### src/rtl/mvm_seq_pkg.sv
// Shared types and constants for the ping-pong matrix-vector sequencer.
package mvm_seq_pkg;

  // Compute-side phases for one output row.
  typedef enum logic [2:0] {
    IDLE,
    ISSUE,
    DRAIN,
    LATCH,
    OUT
  } state_t;

  // Tag travelling alongside each issued x/W read so the accumulator knows
  // whether the arriving product starts a new row or extends the current one.
  typedef struct packed {
    logic valid;
    logic first;
  } issue_tag_t;

  localparam int DEF_M      = 4;
  localparam int DEF_N      = 8;
  localparam int DEF_RD_LAT = 2;

  // Address width for n locations, never narrower than one bit.
  function automatic int width_of(input int n);
    return (n > 1) ? $clog2(n) : 1;
  endfunction

endpackage

### src/rtl/mvm_issue_delay.sv
// Fixed-latency shift register aligning issue tags with products arriving
// at the accumulator.
module mvm_issue_delay
  import mvm_seq_pkg::*;
#(
  parameter int DEPTH = DEF_RD_LAT
) (
  input  logic       clk,
  input  logic       reset,
  input  issue_tag_t tag_in,
  output issue_tag_t tag_out
);

  issue_tag_t stage_reg [DEPTH];

  // Shift tags one stage per cycle; reset empties the pipe.
  always_ff @(posedge clk or posedge reset) begin
    if (reset) begin
      for (int i = 0; i < DEPTH; i++) begin
        stage_reg[i] <= '0;
      end
    end else begin
      stage_reg[0] <= tag_in;
      for (int i = 1; i < DEPTH; i++) begin
        stage_reg[i] <= stage_reg[i-1];
      end
    end
  end

  assign tag_out = stage_reg[DEPTH-1];

endmodule

### src/rtl/mvm_pingpong_sequencer.sv
// Control sequencer for a single-MAC matrix-vector layer with a ping-pong
// x buffer: one bank fills from upstream while the other feeds the MAC.
module mvm_pingpong_sequencer
  import mvm_seq_pkg::*;
#(
  parameter int M      = DEF_M,
  parameter int N      = DEF_N,
  parameter int RD_LAT = DEF_RD_LAT,
  localparam int AW_X  = $clog2(N) + 1,
  localparam int WAW   = width_of(M * N),
  localparam int BAW   = width_of(M)
) (
  input  logic            clk,
  input  logic            reset,
  input  logic            s_valid,
  output logic            s_ready,
  output logic            x_wr_en,
  output logic [AW_X-1:0] x_wr_addr,
  output logic [AW_X-1:0] x_rd_addr,
  output logic [WAW-1:0]  w_addr,
  output logic [BAW-1:0]  b_addr,
  output logic            acc_load,
  output logic            acc_en,
  output logic            out_latch,
  output logic            m_valid,
  input  logic            m_ready,
  output logic            busy
);

  localparam int CW = AW_X - 1;
  localparam int DW = width_of(RD_LAT);

  // Load side
  logic [1:0]    bank_full_reg, bank_full_next;
  logic          wr_bank_reg, wr_bank_next;
  logic [CW-1:0] wr_ptr_reg, wr_ptr_next;
  logic          accept;

  // Compute side
  state_t        state_reg, state_next;
  logic          rd_bank_reg, rd_bank_next;
  logic [BAW-1:0] row_reg, row_next;
  logic [CW-1:0] col_reg, col_next;
  logic [DW-1:0] drain_reg, drain_next;
  logic          release_bank;

  issue_tag_t    push_tag, tag_out;

  assign s_ready   = !bank_full_reg[wr_bank_reg];
  assign accept    = s_valid && s_ready;
  assign x_wr_en   = accept;
  assign x_wr_addr = {wr_bank_reg, wr_ptr_reg};

  // Addresses follow row/col directly, so they naturally hold while stalled.
  assign x_rd_addr = {rd_bank_reg, col_reg};
  assign w_addr    = WAW'(row_reg) * WAW'(N) + WAW'(col_reg);
  assign b_addr    = row_reg;
  assign busy      = (state_reg != IDLE);

  assign acc_load  = tag_out.valid && tag_out.first;
  assign acc_en    = tag_out.valid && !tag_out.first;

  // Fill pointer and bank occupancy; a release and a fill always target
  // different banks, so both may land in the same cycle.
  always_comb begin
    bank_full_next = bank_full_reg;
    wr_bank_next   = wr_bank_reg;
    wr_ptr_next    = wr_ptr_reg;
    if (release_bank) begin
      bank_full_next[rd_bank_reg] = 1'b0;
    end
    if (accept) begin
      if (wr_ptr_reg == CW'(N - 1)) begin
        bank_full_next[wr_bank_reg] = 1'b1;
        wr_bank_next                = ~wr_bank_reg;
        wr_ptr_next                 = '0;
      end else begin
        wr_ptr_next = wr_ptr_reg + CW'(1);
      end
    end
  end

  // Register the load-side state.
  always_ff @(posedge clk or posedge reset) begin
    if (reset) begin
      bank_full_reg <= 2'b00;
      wr_bank_reg   <= 1'b0;
      wr_ptr_reg    <= '0;
    end else begin
      bank_full_reg <= bank_full_next;
      wr_bank_reg   <= wr_bank_next;
      wr_ptr_reg    <= wr_ptr_next;
    end
  end

  // Compute FSM: next state, counters, issue tag and output strobes.
  always_comb begin
    state_next   = state_reg;
    row_next     = row_reg;
    col_next     = col_reg;
    drain_next   = drain_reg;
    rd_bank_next = rd_bank_reg;
    release_bank = 1'b0;
    push_tag     = '0;
    out_latch    = 1'b0;
    m_valid      = 1'b0;
    case (state_reg)
      IDLE: begin
        if (bank_full_reg[rd_bank_reg]) begin
          row_next   = '0;
          col_next   = '0;
          state_next = ISSUE;
        end
      end
      ISSUE: begin
        push_tag.valid = 1'b1;
        push_tag.first = (col_reg == '0);
        // col parks on the last column so addresses stay put until the row ends.
        if (col_reg == CW'(N - 1)) begin
          drain_next = '0;
          state_next = DRAIN;
        end else begin
          col_next = col_reg + CW'(1);
        end
      end
      DRAIN: begin
        if (drain_reg == DW'(RD_LAT - 1)) begin
          state_next = LATCH;
        end else begin
          drain_next = drain_reg + DW'(1);
        end
      end
      LATCH: begin
        out_latch  = 1'b1;
        state_next = OUT;
      end
      OUT: begin
        m_valid = 1'b1;
        if (m_ready) begin
          if (row_reg == BAW'(M - 1)) begin
            release_bank = 1'b1;
            rd_bank_next = ~rd_bank_reg;
            state_next   = IDLE;
          end else begin
            row_next   = row_reg + BAW'(1);
            col_next   = '0;
            state_next = ISSUE;
          end
        end
      end
      default: state_next = IDLE;
    endcase
  end

  // Register the compute-side state.
  always_ff @(posedge clk or posedge reset) begin
    if (reset) begin
      state_reg   <= IDLE;
      rd_bank_reg <= 1'b0;
      row_reg     <= '0;
      col_reg     <= '0;
      drain_reg   <= '0;
    end else begin
      state_reg   <= state_next;
      rd_bank_reg <= rd_bank_next;
      row_reg     <= row_next;
      col_reg     <= col_next;
      drain_reg   <= drain_next;
    end
  end

  mvm_issue_delay #(
    .DEPTH(RD_LAT)
  ) u_issue_delay (
    .clk    (clk),
    .reset  (reset),
    .tag_in (push_tag),
    .tag_out(tag_out)
  );

endmodule

### config.mk
export PLATFORM = sky130hd
export DESIGN_NAME = mvm_pingpong_sequencer
export DESIGN_NICKNAME = d
export VERILOG_FILES = /design/src/rtl/mvm_seq_pkg.sv /design/src/rtl/mvm_issue_delay.sv /design/src/rtl/mvm_pingpong_sequencer.sv
export SDC_FILE = /design/constraint.sdc
export NUM_CORES = 1
export LEC_CHECK = 0
export CAP_MARGIN = 5
export CORE_ASPECT_RATIO = 0.6
export CORE_MARGIN = 8
export CORE_UTILIZATION = 43
export DETAILED_ROUTE_END_ITERATION = 8
export PLACE_DENSITY_LB_ADDON = 0.12
export SLEW_MARGIN = 5
export SYNTH_ARGS = -nofsm -noshare
export SYNTH_HDL_FRONTEND = slang
export SYNTH_SLANG_ARGS = --single-unit
export TNS_END_PERCENT = 100
### constraint.sdc
create_clock -name clk -period 1.5 [get_ports clk]
set_input_delay 0.3 -clock clk [delete_from_list [all_inputs] [get_ports clk]]
set_output_delay 0.3 -clock clk [all_outputs]
set_load 0.01 [all_outputs]
==> flow_summary.rst, run 1 <==
.. list-table::
   :header-rows: 1

   * - Metric
     - Value
   * - Final routed wire length divided by cell count
     - 13.7 um
   * - Unrepaired setup endpoints after global routing
     - yes
   * - Site Rows
     - 14
   * - DRC
     - 0
   * - Synth Net Count
     - 106
   * - Global-route total usage across every layer
     - 11.9%
   * - Boundary pin count
     - 26
   * - CTS sink cnt
     - 20
   * - DRT iter0 DRCs
     - 36
   * - Fraction of layout instances using a drive strength above 1
     - 38.6%
   * - Post-route core utilization
     - 65.2%
   * - Crit share post-route
     - 101%
   * - CP bufs+invs
     - 1
   * - Count of final setup violators
     - 1
   * - Main combinational cell family by area after synthesis
     - simple AND/OR/NAND/NOR gates
   * - IO buf count
     - 25
   * - Synthesized instance count
     - 96
   * - Part of the Yosys area used for sequential elements
     - 47.0%
   * - Number of detailed-route iterations in the first pass
     - 4
   * - Slowest CP cell
     - dfrtp_1
   * - Later-pin clock latency in the skew report
     - 250 ps
   * - Worst clock skew on the final layout
     - 1.80 ps
   * - Die area
     - 0.00438 mm^2
   * - Path type of the worst setup path
     - flop to flop
   * - Number of H-tree levels
     - 1
   * - Vias per Instance
     - 4.78
   * - Clock transition at path regs
     - 70 ps
   * - Share of cell area taken by muxes after synthesis
     - 5.41%
   * - Vias in the first global route
     - 828
   * - Pin count of the biggest net entering global routing
     - 21
   * - Post-Syn Area per Cell
     - 11.1 um^2
   * - Worst IR Drop VDD
     - 1.12 mV
   * - Leak
     - 0.799 nW
   * - Post-Place Cells
     - 165
   * - Fraction of the mapped netlist area in simple logic gates
     - 15.2%
   * - Required time of the worst setup path
     - 1680 ps
   * - Post-route total power
     - 3.12 mW
   * - Critical Path Max Stage Delay
     - 390 ps
   * - Synth Area in Adders
     - 7.05%
   * - Number of standard cells in the layout, taps in and fillers out
     - 177
   * - Cells along the critical path
     - ha_2, ha_4, buf_6, nor4b_4, nor2_1, a21oi_2
   * - Setup ws final
     - -16.3 ps
   * - Clock root buffer
     - clkbuf_8
   * - Post-DP Area
     - 0.00146 mm^2
   * - Violated checks
     - setup timing
   * - Core area
     - 0.00243 mm^2
   * - Endpoint kind of the worst setup timing path
     - flop
   * - Max clock buf depth
     - 2
   * - Total gr overflow
     - 0
   * - Slew at the pin with the worst max-slew slack
     - 290 ps
   * - Total power density per cell area
     - 1970 mW/mm^2
   * - Estimated wirelength of the detail-placed design
     - 1800 um
   * - Final weighted congestion of routability-driven global placement
     - 0.819
   * - Fin nets
     - 156
   * - Antenna violations before repair
     - 0
   * - Total count of max-transition violations in the final report
     - 0
   * - Maximum capacitance violations
     - 0
   * - Xor/xnor cell area share of the yosys netlist
     - 1.65%
   * - Tmin final
     - 1520 ps
   * - Synthesized-area fraction occupied by ao, oa, aoi and oai cells
     - 13.2%
   * - Tightest Hold Check Type
     - flop to flop
   * - Routed vias
     - 846
   * - Clock buffer count from CTS
     - 3
   * - CP arrival
     - 1700 ps
   * - Result of the run
     - complete, but fails checks
   * - Maximum fanout along the worst path
     - 4
   * - Mapped Area
     - 0.00106 mm^2
   * - Residual antenna-violating net count after detailed routing
     - 0
   * - Number of distinct library cell variants in the gate-level netlist after synthesis
     - 36
   * - Final wirelength
     - 2420 um
   * - Initial Util
     - 43.7%
   * - Yosys reg bits
     - 20
   * - CTS tree
     - done
   * - Count of inserted antenna diode cells
     - 0
   * - Post-route design area
     - 0.00159 mm^2
   * - Width of the die
     - 80.2 um
   * - Worst path top cell family by delay
     - simple AND/OR/NAND/NOR gates
   * - Relative slew margins
     - 80.1%
   * - First-pass GRT wire length
     - 3940 um
   * - Post-CTS Hold Buffers
     - 0
   * - Peak clock frequency supported by timing
     - 660 MHz
   * - Endpoints failing hold
     - 0
   * - Signed area change from the synthesized netlist to the final layout
     - 49.0%
   * - Y dimension of the die
     - 54.5 um
   * - Startpoint Class
     - flop
   * - Yosys warning total
     - 0
[layout by cell type (no fill, tap or decap), types with 2 or more instances in the layout]
| cell type | count |
|---|---|
| clkbuf_8 | 4 |
| a32oi_1 | 2 |
| dlymetal6s2s_1 | 2 |
| dfrtp_2 | 4 |
| dfrtp_1 | 16 |
| nor2b_1 | 3 |
| mux2_1 | 3 |
| nor4b_4 | 2 |
| inv_1 | 8 |
| dlygate4sd2_1 | 14 |
| buf_2 | 3 |
| clkdlybuf4s50_1 | 4 |
| a21oi_2 | 2 |
| buf_6 | 3 |
| nand2_1 | 2 |
| buf_4 | 27 |
| ha_1 | 4 |
| nor2_1 | 2 |
| a21oi_1 | 5 |
| a31oi_1 | 3 |
| or2_1 | 2 |
| inv_2 | 2 |
| o21ai_1 | 4 |
| and3_1 | 2 |
[stage by stage]
stage	setup TNS [ps]	hold WS, ps	setup WS (ps)
finish	-16.3	351	-16.3
global route	-211	364	-76.2
CTS	0	353	0.859
detailed placement	-542	337	-241
global placement	-454	332	-223
floorplan	-126	264	-56.4
[kinds of logic after synthesis]
group,after synthesis
DFF,20
muxes,5
adders and majority gates,6
AOI/OAI and AO/OA,21
and+or+nand+nor,23
xor gates and xnor gates,2
buffers and inverters,19
[final timing paths]
| path | start | end | slack, ps | cells after the start |
|---|---|---|---|---|
| setup / recovery | col_reg[1] | col_reg[0] | -20 | 6 |
| hold / removal | u_issue_delay.stage_reg[3] | u_issue_delay.tag_out[1] | 350 | 0 |
| setup reg to reg | col_reg[1] | col_reg[0] | -20 | 6 |
| hold reg to reg | u_issue_delay.stage_reg[3] | u_issue_delay.tag_out[1] | 350 | 0 |
| max in group asynchronous | reset | state_reg[0] | 910 | 3 |
| min in group asynchronous | reset | b_addr[0] | 370 | 3 |
[final cells by class]
class | instances | area (um^2)
clock buffers | 4 | 55.1
fillers | 195 | 848
inverters | 10 | 37.5
multi-input cells | 57 | 504
flip-flops and latches | 20 | 505
well taps | 32 | 40.0
repair buffers | 54 | 444
[cells in the mapped netlist, drive strengths merged]
| library cell | n | area (um^2) |
|---|---|---|
| nor2b | 3 | 18.8 |
| xnor2 | 1 | 8.76 |
| a31o | 1 | 8.76 |
| or2 | 2 | 12.5 |
| dfrtp | 20 | 500 |
| nor4b | 2 | 30.0 |
| or3 | 1 | 6.26 |
| a31oi | 3 | 18.8 |
| nor3 | 2 | 15.0 |
| nand2b | 1 | 6.26 |
| nand4b | 1 | 8.76 |
| xor2 | 1 | 8.76 |
| nor3b | 1 | 12.5 |
| and2 | 1 | 6.26 |
| o22ai | 1 | 6.26 |
| nand2 | 2 | 7.51 |
| inv | 10 | 37.5 |
| mux2i | 2 | 23.8 |
| a32oi | 2 | 17.5 |
| a211oi | 1 | 12.5 |
| buf | 9 | 75.1 |
| nand4 | 1 | 6.26 |
| nor2 | 2 | 7.51 |
| mux2 | 3 | 33.8 |
| and3 | 3 | 18.8 |
| a211o | 1 | 8.76 |
| a21oi | 7 | 38.8 |
| o2bb2ai | 1 | 8.76 |
| nand3 | 1 | 5.00 |
| ha | 6 | 75.1 |
| o21ai | 4 | 20.0 |
[timing repair]
item,4_1_cts,5_1_grt
buffers inserted,7,1
pin swaps,6,8
resized for setup,39,9
setup endpoints to repair,23,12
[power by group]
part / internal, mW / total [mW] / switching, mW / leakage (nW)
clock network: 0.233 / 0.397 / 0.164 / 0.0288
registers: 0.774 / 0.936 / 0.162 / 0.243
logic: 0.961 / 1.79 / 0.828 / 0.527
[layer usage]
layer / vias up / share of wire [%] / track usage (%)
met2: 19 / 44 / 17.9
met3: 3 / 6.4 / 4.59
met1: 396 / 49 / 15.6
met5: - / 0 / 0
met4: 0 / 0.66 / 3.59
li1: 428 / - / -
No activity file was read; power rests on OpenSTA's default activity.
==> run 2, diff against run 1 <==
- CELL_PAD_IN_SITES_DETAIL_PLACEMENT: default -> 1
- CELL_PAD_IN_SITES_GLOBAL_PLACEMENT: default -> 1
- CORE_UTILIZATION: 43 -> 37
- clock period: 1.5 -> 1.6 ns (I/O delays scaled with it)
==> flow_summary.rst, run 2 (same netlist as run 1, synthesis figures left out) <==
.. list-table::
   :header-rows: 1

   * - Metric
     - Value
   * - Y dimension of the die
     - 57.6 um (+5.5%)
   * - Leading cell types in the layout, fill and taps excluded
     - buf_4, dfrtp_1, inv_1, clkdlybuf4s50_1, dlygate4sd2_1
   * - Final wirelength
     - 3040 um (+25%)
   * - Tightest Hold Check Type
     - flop to flop
   * - Setup ws final
     - 49.8 ps (+66.1 ps)
   * - Global-route total usage across every layer
     - 12.1% (+0.24 points)
   * - Clock transition at path regs
     - 70 ps (about the same)
   * - CP arrival
     - 1230 ps (-470 ps)
   * - Most common cell after layout, fill and taps aside
     - buf_4
   * - Core area
     - 0.00280 mm^2 (+15%)
   * - Initial Util
     - 38.1% (-5.7 points)
   * - Peak clock frequency supported by timing
     - 645 MHz
   * - Final routed wire length divided by cell count
     - 17.1 um (+25%)
   * - IO buf count
     - 25 (unchanged)
   * - Total power density per cell area
     - 1960 mW/mm^2 (-0.17%)
   * - Relative slew margins
     - 69.9% (-10 points)
   * - Worst clock skew on the final layout
     - 3.06 ps (+1.26 ps)
   * - Crit share post-route
     - 96.9%
   * - Antenna violations before repair
     - 0 (unchanged)
   * - Maximum fanout along the worst path
     - 2 (-2)
   * - CTS sink cnt
     - 20 (unchanged)
   * - Width of the die
     - 85.3 um (+6.3%)
   * - Cell seen most often among critical-path stages
     - buf_6
   * - Leak
     - 0.823 nW (+3.0%)
   * - Residual antenna-violating net count after detailed routing
     - 0 (unchanged)
   * - Routed vias
     - 876 (+3.5%)
   * - Pin count of the biggest net entering global routing
     - 21 (unchanged)
   * - Number of H-tree levels
     - 1 (unchanged)
   * - Startpoint Class
     - flop
   * - Die area
     - 0.00491 mm^2 (+12%)
   * - DRC
     - 0 (unchanged)
   * - Total gr overflow
     - 0 (unchanged)
   * - Endpoints failing hold
     - 0 (unchanged)
   * - Slew at the pin with the worst max-slew slack
     - 439 ps (+149 ps)
   * - Count of inserted antenna diode cells
     - 0 (unchanged)
   * - DRT iter0 DRCs
     - 10 (-72%)
   * - Vias in the first global route
     - 955 (+15%)
   * - Endpoint kind of the worst setup timing path
     - output port
   * - Clock buffer count from CTS
     - 3 (unchanged)
   * - Number of detailed-route iterations in the first pass
     - 4 (unchanged)
   * - Path type of the worst setup path
     - flop to output port
   * - Estimated wirelength of the detail-placed design
     - 2080 um (+15%)
   * - Post-route core utilization
     - 57.0% (-8.1 points)
   * - Slowest CP cell
     - dfrtp_1
   * - Clock root buffer
     - clkbuf_8
   * - Boundary pin count
     - 26 (unchanged)
   * - Worst Setup Slack post-DPL
     - -180 ps (+61.0 ps)
   * - CTS tree
     - done
   * - Cells along the critical path
     - buf_6, mux2i_2, nand2_1, inv_1, buf_6
   * - Worst IR Drop VDD
     - 0.761 mV (-32%)
   * - Tmin final
     - 1550 ps
   * - Required time of the worst setup path
     - 1280 ps (-400 ps)
   * - Vias per Instance
     - 4.92 (+3.0%)
   * - Max clock buf depth
     - 2 (unchanged)
   * - Result of the run
     - finished clean
   * - Site Rows
     - 15 (+1)
   * - Total count of max-transition violations in the final report
     - 0 (unchanged)
   * - Post-CTS Hold Buffers
     - 0 (unchanged)
   * - Later-pin clock latency in the skew report
     - 260 ps (about the same)
   * - Fraction of layout instances using a drive strength above 1
     - 36.1% (-2.5 points)
   * - Final weighted congestion of routability-driven global placement
     - 0.765 (-6.7%)
   * - Post-route total power
     - 3.13 mW (+0.38%)
   * - Maximum capacitance violations
     - 0 (unchanged)
   * - Count of final setup violators
     - 0 (-1)
   * - Critical Path Max Stage Delay
     - 400 ps (about the same)
   * - Fin nets
     - 155 (-0.64%)
   * - Signed area change from the synthesized netlist to the final layout
     - 49.8%
   * - Worst path top cell family by delay
     - flip-flops
   * - CP bufs+invs
     - 3 (+2)
   * - First-pass GRT wire length
     - 4750 um (+21%)
-- run 2: worst paths after layout --
check | endpoint | from | slack, ps | cells past startpoint
worst max-delay path | x_wr_en | wr_bank_reg | 50 | 5
worst min-delay path | u_issue_delay.tag_out[1] | u_issue_delay.stage_reg[3] | 350 | 0
worst max register to register | col_reg[1] | col_reg[1] | 70 | 5
worst min register to register | u_issue_delay.tag_out[1] | u_issue_delay.stage_reg[3] | 350 | 0
max in group asynchronous | rd_bank_reg | reset | 980 | 3
min in group asynchronous | u_issue_delay.tag_out[1] | reset | 390 | 3
-- run 2: layout make-up --
class	instances	area [um^2]
inverter	10	37.5
fill	302	1200
multi-input combinational	57	510
timing repair buffer	53	447
tap	34	42.5
sequential	20	503
clock buffer	4	55.1
-- run 2: report_power, final --
group | total (mW) | internal (mW) | leakage [nW] | switching (mW)
logic | 1.87 | 1.00 | 0.549 | 0.874
clock network | 0.386 | 0.219 | 0.0288 | 0.167
registers | 0.873 | 0.720 | 0.245 | 0.154
-- run 2: metal layers --
| metal | part of all wire (%) | GRT usage [%] | up-vias | routed length, um |
|---|---|---|---|---|
| li1 | - | - | 426 | - |
| met1 | 48 | 15.2 | 435 | 1450 |
| met2 | 48 | 19.6 | 15 | 1460 |
| met3 | 4.4 | 5.01 | 0 | 135 |
| met4 | 0 | 1.49 | 0 | 0 |
| met5 | 0 | 0 | - | 0 |
-- run 2: stage by stage --
| stage | area (um^2) | cells | TNS, ps | hold slack, ps |
|---|---|---|---|---|
| 2_1_floorplan | 1060 | 96 | 0 | 284 |
| 3_3_place_gp | 1410 | 163 | -159 | 335 |
| 3_5_place_dp | 1410 | 163 | -191 | 339 |
| 4_1_cts | 1520 | 176 | -125 | 356 |
| 5_1_grt | 1600 | 178 | -26.7 | 369 |
| 6_report | 1600 | 178 | 0 | 353 |
-- run 2: what timing repair did --
action	4_1_cts	5_1_grt
setup buffers	9	3
cloned	0	0
pin swaps	1	5
resized for setup	19	23
setup endpoints to repair	12	15
==> run 3, diff against run 2 <==
- CAP_MARGIN: 5 -> 30
==> results of run 3 <==
Final layout, timing and power as in run 2 (identical DEF).
